**src/rtl/cpu_pkg.sv**
```systemverilog
// Shared constants, types and helpers for the cpu_stepper timing block.
package cpu_pkg;

  localparam int unsigned PHASE_W = 2;

  localparam logic [PHASE_W-1:0] PH_0 = 2'd0;
  localparam logic [PHASE_W-1:0] PH_1 = 2'd1;
  localparam logic [PHASE_W-1:0] PH_2 = 2'd2;
  localparam logic [PHASE_W-1:0] PH_3 = 2'd3;

  localparam int unsigned NUM_STEPS_DEFAULT = 6;
  localparam int unsigned MAX_STEPS         = 8;

  // Single-step controller states (only used when single-step is built in).
  typedef enum logic [0:0] {
    StIdle,
    StStep
  } ss_state_e;

  // One-hot rotate left; the bit at index 'last' wraps back to bit 0.
  function automatic logic [MAX_STEPS-1:0] onehot_rotl(input logic [MAX_STEPS-1:0] v,
                                                       input logic [2:0]           last);
    logic [MAX_STEPS-1:0] r;
    if (v[last]) begin
      r    = '0;
      r[0] = 1'b1;
    end else begin
      r = {v[MAX_STEPS-2:0], 1'b0};
    end
    return r;
  endfunction

endpackage

```
**src/rtl/cpu_phase_gen.sv**
```systemverilog
// Four-phase counter with run gating and registered clk_e / clk_s decode.
// step_tick is asserted in the cycle whose rising edge performs the 3->0
// phase transition, so the step register can advance on that same edge.
module cpu_phase_gen
  import cpu_pkg::*;
(
  input  logic               clk,
  input  logic               rst,
  input  logic               adv,
  output logic [PHASE_W-1:0] phase,
  output logic               clk_e,
  output logic               clk_s,
  output logic               running,
  output logic               step_tick
);

  logic [PHASE_W-1:0] phase_q, phase_d;
  logic               clk_e_q, clk_s_q, running_q;

  // Next phase: advance while enabled, hold while frozen.
  always_comb begin
    phase_d   = phase_q;
    step_tick = 1'b0;
    if (adv) begin
      phase_d   = phase_q + 2'd1;
      step_tick = (phase_q == PH_3);
    end
  end

  // Strobes decode from the next phase so they line up with the phase register.
  always_ff @(posedge clk or posedge rst) begin
    if (rst) begin
      phase_q   <= PH_0;
      clk_e_q   <= 1'b0;
      clk_s_q   <= 1'b0;
      running_q <= 1'b0;
    end else begin
      phase_q   <= phase_d;
      clk_e_q   <= adv && (phase_d != PH_0);
      clk_s_q   <= adv && (phase_d == PH_2);
      running_q <= adv;
    end
  end

  assign phase   = phase_q;
  assign clk_e   = clk_e_q;
  assign clk_s   = clk_s_q;
  assign running = running_q;

endmodule

```
**src/rtl/cpu_stepper.sv**
```systemverilog
// Instruction step sequencer: one-hot step register, sticky early-return
// request, instr_done pulse and phase timing via cpu_phase_gen.
// Optional single-step control is built in when CPU_STEPPER_SINGLE_STEP_EN
// is defined (adds the step_req input).
module cpu_stepper
  import cpu_pkg::*;
#(
  parameter int unsigned NUM_STEPS = NUM_STEPS_DEFAULT
) (
  input  logic                 clk,
  input  logic                 rst,
  input  logic                 run,
  input  logic                 step_clr,
`ifdef CPU_STEPPER_SINGLE_STEP_EN
  input  logic                 step_req,
`endif
  output logic [NUM_STEPS-1:0] step,
  output logic [PHASE_W-1:0]   phase,
  output logic                 clk_e,
  output logic                 clk_s,
  output logic                 instr_done,
  output logic                 running
);

  localparam logic [2:0]           LastIdx   = 3'(NUM_STEPS - 1);
  localparam logic [NUM_STEPS-1:0] StepFirst = NUM_STEPS'(1);

  logic                 adv;
  logic                 tick;
  logic [NUM_STEPS-1:0] step_q, step_d;
  logic                 clr_pend_q, clr_pend_d;
  logic                 done_q, done_d;
  logic [MAX_STEPS-1:0] step_wide, step_rot;

`ifdef CPU_STEPPER_SINGLE_STEP_EN
  ss_state_e ss_q, ss_d;
  logic      req_q;
  logic      ss_start;

  // A step_req rising edge while frozen runs the sequencer until the next boundary.
  always_comb begin
    ss_start = (ss_q == StIdle) && !run && step_req && !req_q;
    adv      = run || ss_start || (ss_q == StStep);
    ss_d     = ss_q;
    unique case (ss_q)
      StIdle: if (ss_start && !tick) ss_d = StStep;
      StStep: if (tick) ss_d = StIdle;
    endcase
  end

  // Single-step state and step_req edge-detect history.
  always_ff @(posedge clk or posedge rst) begin
    if (rst) begin
      ss_q  <= StIdle;
      req_q <= 1'b0;
    end else begin
      ss_q  <= ss_d;
      req_q <= step_req;
    end
  end
`else
  assign adv = run;
`endif

  cpu_phase_gen u_phase_gen (
    .clk       (clk),
    .rst       (rst),
    .adv       (adv),
    .phase     (phase),
    .clk_e     (clk_e),
    .clk_s     (clk_s),
    .running   (running),
    .step_tick (tick)
  );

  // Step advance / early return at the boundary; step_clr is sticky until used.
  always_comb begin
    step_wide                = '0;
    step_wide[NUM_STEPS-1:0] = step_q;
    step_rot                 = onehot_rotl(step_wide, LastIdx);
    step_d                   = step_q;
    done_d                   = 1'b0;
    clr_pend_d               = clr_pend_q || step_clr;
    if (tick) begin
      clr_pend_d = 1'b0;
      if (clr_pend_q || step_clr) begin
        step_d = StepFirst;
        done_d = 1'b1;
      end else begin
        step_d = step_rot[NUM_STEPS-1:0];
        done_d = step_q[NUM_STEPS-1];
      end
    end
  end

  // Step register, pending early-return flag and instr_done pulse.
  always_ff @(posedge clk or posedge rst) begin
    if (rst) begin
      step_q     <= StepFirst;
      clr_pend_q <= 1'b0;
      done_q     <= 1'b0;
    end else begin
      step_q     <= step_d;
      clr_pend_q <= clr_pend_d;
      done_q     <= done_d;
    end
  end

  assign step       = step_q;
  assign instr_done = done_q;

endmodule

```
**config.mk**
```make
export PLATFORM = sky130hd
export DESIGN_NAME = cpu_stepper
export DESIGN_NICKNAME = d
export VERILOG_FILES = /design/src/rtl/cpu_pkg.sv /design/src/rtl/cpu_phase_gen.sv /design/src/rtl/cpu_stepper.sv
export SDC_FILE = /design/constraint.sdc
export NUM_CORES = 1
export LEC_CHECK = 0
export ABC_AREA = 1
export CORE_AREA = 2 2 39 41
export CTS_CLUSTER_DIAMETER = 200
export DETAILED_ROUTE_END_ITERATION = 12
export DIE_AREA = 0 0 41 43
export PLACE_DENSITY_LB_ADDON = 0.1
export SYNTH_ARGS = -nofsm -noshare
export SYNTH_HDL_FRONTEND = slang
export SYNTH_HIERARCHICAL = 1
export SYNTH_SLANG_ARGS = --single-unit
```
**constraint.sdc**
```tcl
create_clock -name clk -period 1.4 [get_ports clk]
set_clock_uncertainty 0.05 [all_clocks]
set_input_delay 0.28 -clock clk [delete_from_list [all_inputs] [get_ports clk]]
set_output_delay 0.28 -clock clk [all_outputs]
set_load 0.02 [all_outputs]
```
==> summary.md, run 1 <==
| Metric | Value |
|---|---|
| Worst Setup End Kind | primary output |
| Max layer used | met4 |
| Pre-Repair DR Iteration Count | 4 |
| CP Launch Type | register |
| Synth Instances | 64 |
| Drt total wl | 1028 um |
| Cts bufs inserted | 3 |
| Post-route cell area | 765.7 sq um |
| Final cell count without fillers | 103 |
| GRT Util Overall | 17.01% |
| Placed Area | 762.0 sq um |
| CP max stage delay | 0.41 ns |
| RSZ-0062 raised after global routing | false |
| Synth Cell Area | 565.5 sq um |
| Die height | 43 um |
| RD Place Congestion | 0.6706 |
| Crit path max fanout | 3 |
| Sequential cell area | 326.6 sq um |
| Die area | 1763 sq um |
| P_leak | 0.4655 nW |
| Post-synth top area share | 53.10% |
| Fin crit share | 95.63% |
| Die width | 41 um |
| First-pass GRT wire length | 1918 um |
| Share of post-route cells with drive strength above 1 | 25.29% |
| Placed Cells | 99 |
| Final setup vio count | 0 |
| Initial Util | 40.87% |
| Initial antenna violation count | 0 |
| Final min period | 1.339 ns |
| Final Max Tran Viols | 0 |
| Worst-Margin Slew | 0.3248 ns |
| Fill cell count | 143 |
| CTS Buffer Depth | 2 |
| Synth area leader | dfrtp_1 |
| Power density over the cells | 1388 nW/um^2 |
| Post-synthesis cell type count | 12 |
| Area added between synthesis and finish | 35.40% |
| Slowest CP cell | dfrtp_1 |
| Crit path buffers/inverters | 1 |
| CTS tree | done |
| CTS clk-pin slew, worst paths | 0.08 ns |
| RR Endpoint | step[1] |
| Cell breakdown of the critical path | dlygate4sd2_1 |
| Row cnt | 14 |
| Core ar. | 1384 sq um |
| CTS Root Buffer Type | clkbuf_4 |
| WL met3 | 49 um |
| Setup TNS | 0 ns |
| Family with the most delay on the worst path | flip-flops |
| Port Buffer Count | 15 |
| Register bit total from synthesis | 13 |
| Mapped Nets | 69 |
| Worst Setup Path Type | register to primary output |
| Multi-input logic area | 175.2 sq um |
| Final Hold Fails | 0 |
| Maxcap violations | 0 |
| Gr ovfl total | 0 |
| Initial DRC count | 2 |
| Critical path data arrival time | 1.01 ns |
| Worst reg2reg setup slack | 0.19 ns |
| Status | finished, final reports clean |
| Synthesis Warnings | 6 |
| Sequential element share of the synthesized area | 57.74% |
| HPWL after DPL | 796.4 um |
| Critical R2R Launch | u_phase_gen/phase[0] |
| Largest cells by area after synthesis | dfrtp_1 (53%), nand2_1 (11%), inv_1 (7.3%), nand2_2 (5.5%), dfstp_2 (4.6%) |
| Vias in the first global route | 461 |
| Nets | 93 |
| Post-CTS setup buffer count | 0 |
| Clk sinks | 13 |
| Max transition margin | 78.33% |
| Avg Inst Size Synth | 8.837 sq um |
| CTS H-tree lvls | 1 |
| DR vias | 448 |
| VDD IR max | 858.0 uV |
| HP Class | input pin to async pin |
| Diodes inserted | 0 |
| Clk Latency, worst-skew pair | 0.28 ns |
| Avg WL per Cell | 9.981 um |
| CP required | 1.07 ns |
| Largest net degree at the start of global routing | 9 |
| ANT nets after route | 0 |
| Maximum clock frequency | 746.9 MHz |
| Worst R2R Path Depth | 6 |
| DRT met1 WL | 437 um |
| Via density | 4.350 |
| Hold_buf cts | 0 |
| Routed met2 length | 500 um |
| # IOs | 16 |
| DRC violations left | 0 |
==> power breakdown <==
part           switching, W  internal, W
Clock              0.000120     0.000111
Combinational      0.000207     0.000140
Sequential        0.0000369     0.000449
Total              0.000364     0.000699
==> metrics by stage <==
stage	setup WS (ns)	total power, W	hold slack [ns]	util, %
floorplan	0.1371	0.0007120	0.008521	-
global placement	-0.02539	0.0008875	0.4434	55.06
detailed placement	-0.02984	0.0008916	0.4410	55.06
CTS	0.003486	0.001091	0.1806	56.15
global route	0.004386	0.001137	0.1988	55.33
finish	0.06114	0.001063	0.1758	55.33
==> sequential cells by signal, indices dropped and copies added, names as in the netlist <==
name                 flops
u_phase_gen/clk_s        1
step                     6
instr_done               1
clr_pend_q               1
u_phase_gen/clk_e        1
u_phase_gen/phase        2
u_phase_gen/running      1
==> routing by layer <==
layer / vias up / track usage [%]
met5: - / 0
met4: 0 / 14.00
met3: 5 / 3.665
met2: 13 / 24.06
met1: 198 / 20.96
li1: 232 / -
==> cell usage in the layout, fill, tap and decap left out <==
master,n
buf_4,5
ha_1,1
inv_1,10
nand2_1,16
dfstp_2,1
nand3_1,5
nor2_4,1
inv_2,4
clkdlybuf4s50_1,3
buf_2,1
clkbuf_1,1
nand2_2,5
dfrtp_1,12
nor2_1,7
clkbuf_2,1
a21oi_2,1
clkbuf_4,3
dlygate4sd2_1,10
==> how the worst max path moves through the flow <==
stage / start / endpoint / slack (ns) / cells after the start
after floorplan: u_phase_gen/phase[0] / step[3] / 0.14 / 8
after global placement: step[0] / step[0] / -0.03 / 1
after detailed placement: step[0] / step[0] / -0.03 / 1
after CTS: step[0] / step[0] / 0.003 / 1
after global routing: step[2] / step[2] / 0.004 / 1
final: step[2] / step[2] / 0.06 / 1
==> synthesized netlist by cell type <==
library cell and number:
nor2_1 7, a21oi_2 1, dfrtp_1 12, ha_1 1
nand3_1 5, inv_1 11, dfstp_2 1, inv_2 3
buf_6 1, nor2_4 1, nand2_1 16, nand2_2 5
==> logic make-up after synthesis <==
| group | synth area share, % |
|---|---|
| flops | 57.74 |
| fa+ha+maj | 2.212 |
| compound gates | 1.549 |
| buf+inv | 11.28 |
| simple gates | 27.21 |
==> what timing repair did <==
action                                  in CTS  in global routing
resized for setup                           15                  3
gates cloned                                 0                  0
endpoints found under the setup margin      12                  3
==> area by class of cell <==
class                      instances  share of cell area, %
sequential                        13                  42.65
inverter                          14                  6.863
timing repair buffer              20                  21.57
clock buffer                       4                  3.431
tap                               16                  2.614
multi-input combinational         36                  22.88
Note: power is estimated with default switching activity, not from simulation.
==> inputs of run 2 (changes only) <==
Settings changed: GPL_ROUTABILITY_DRIVEN from default to 1.
==> results of run 2 <==
Final layout, timing and power as in run 1 (identical DEF).
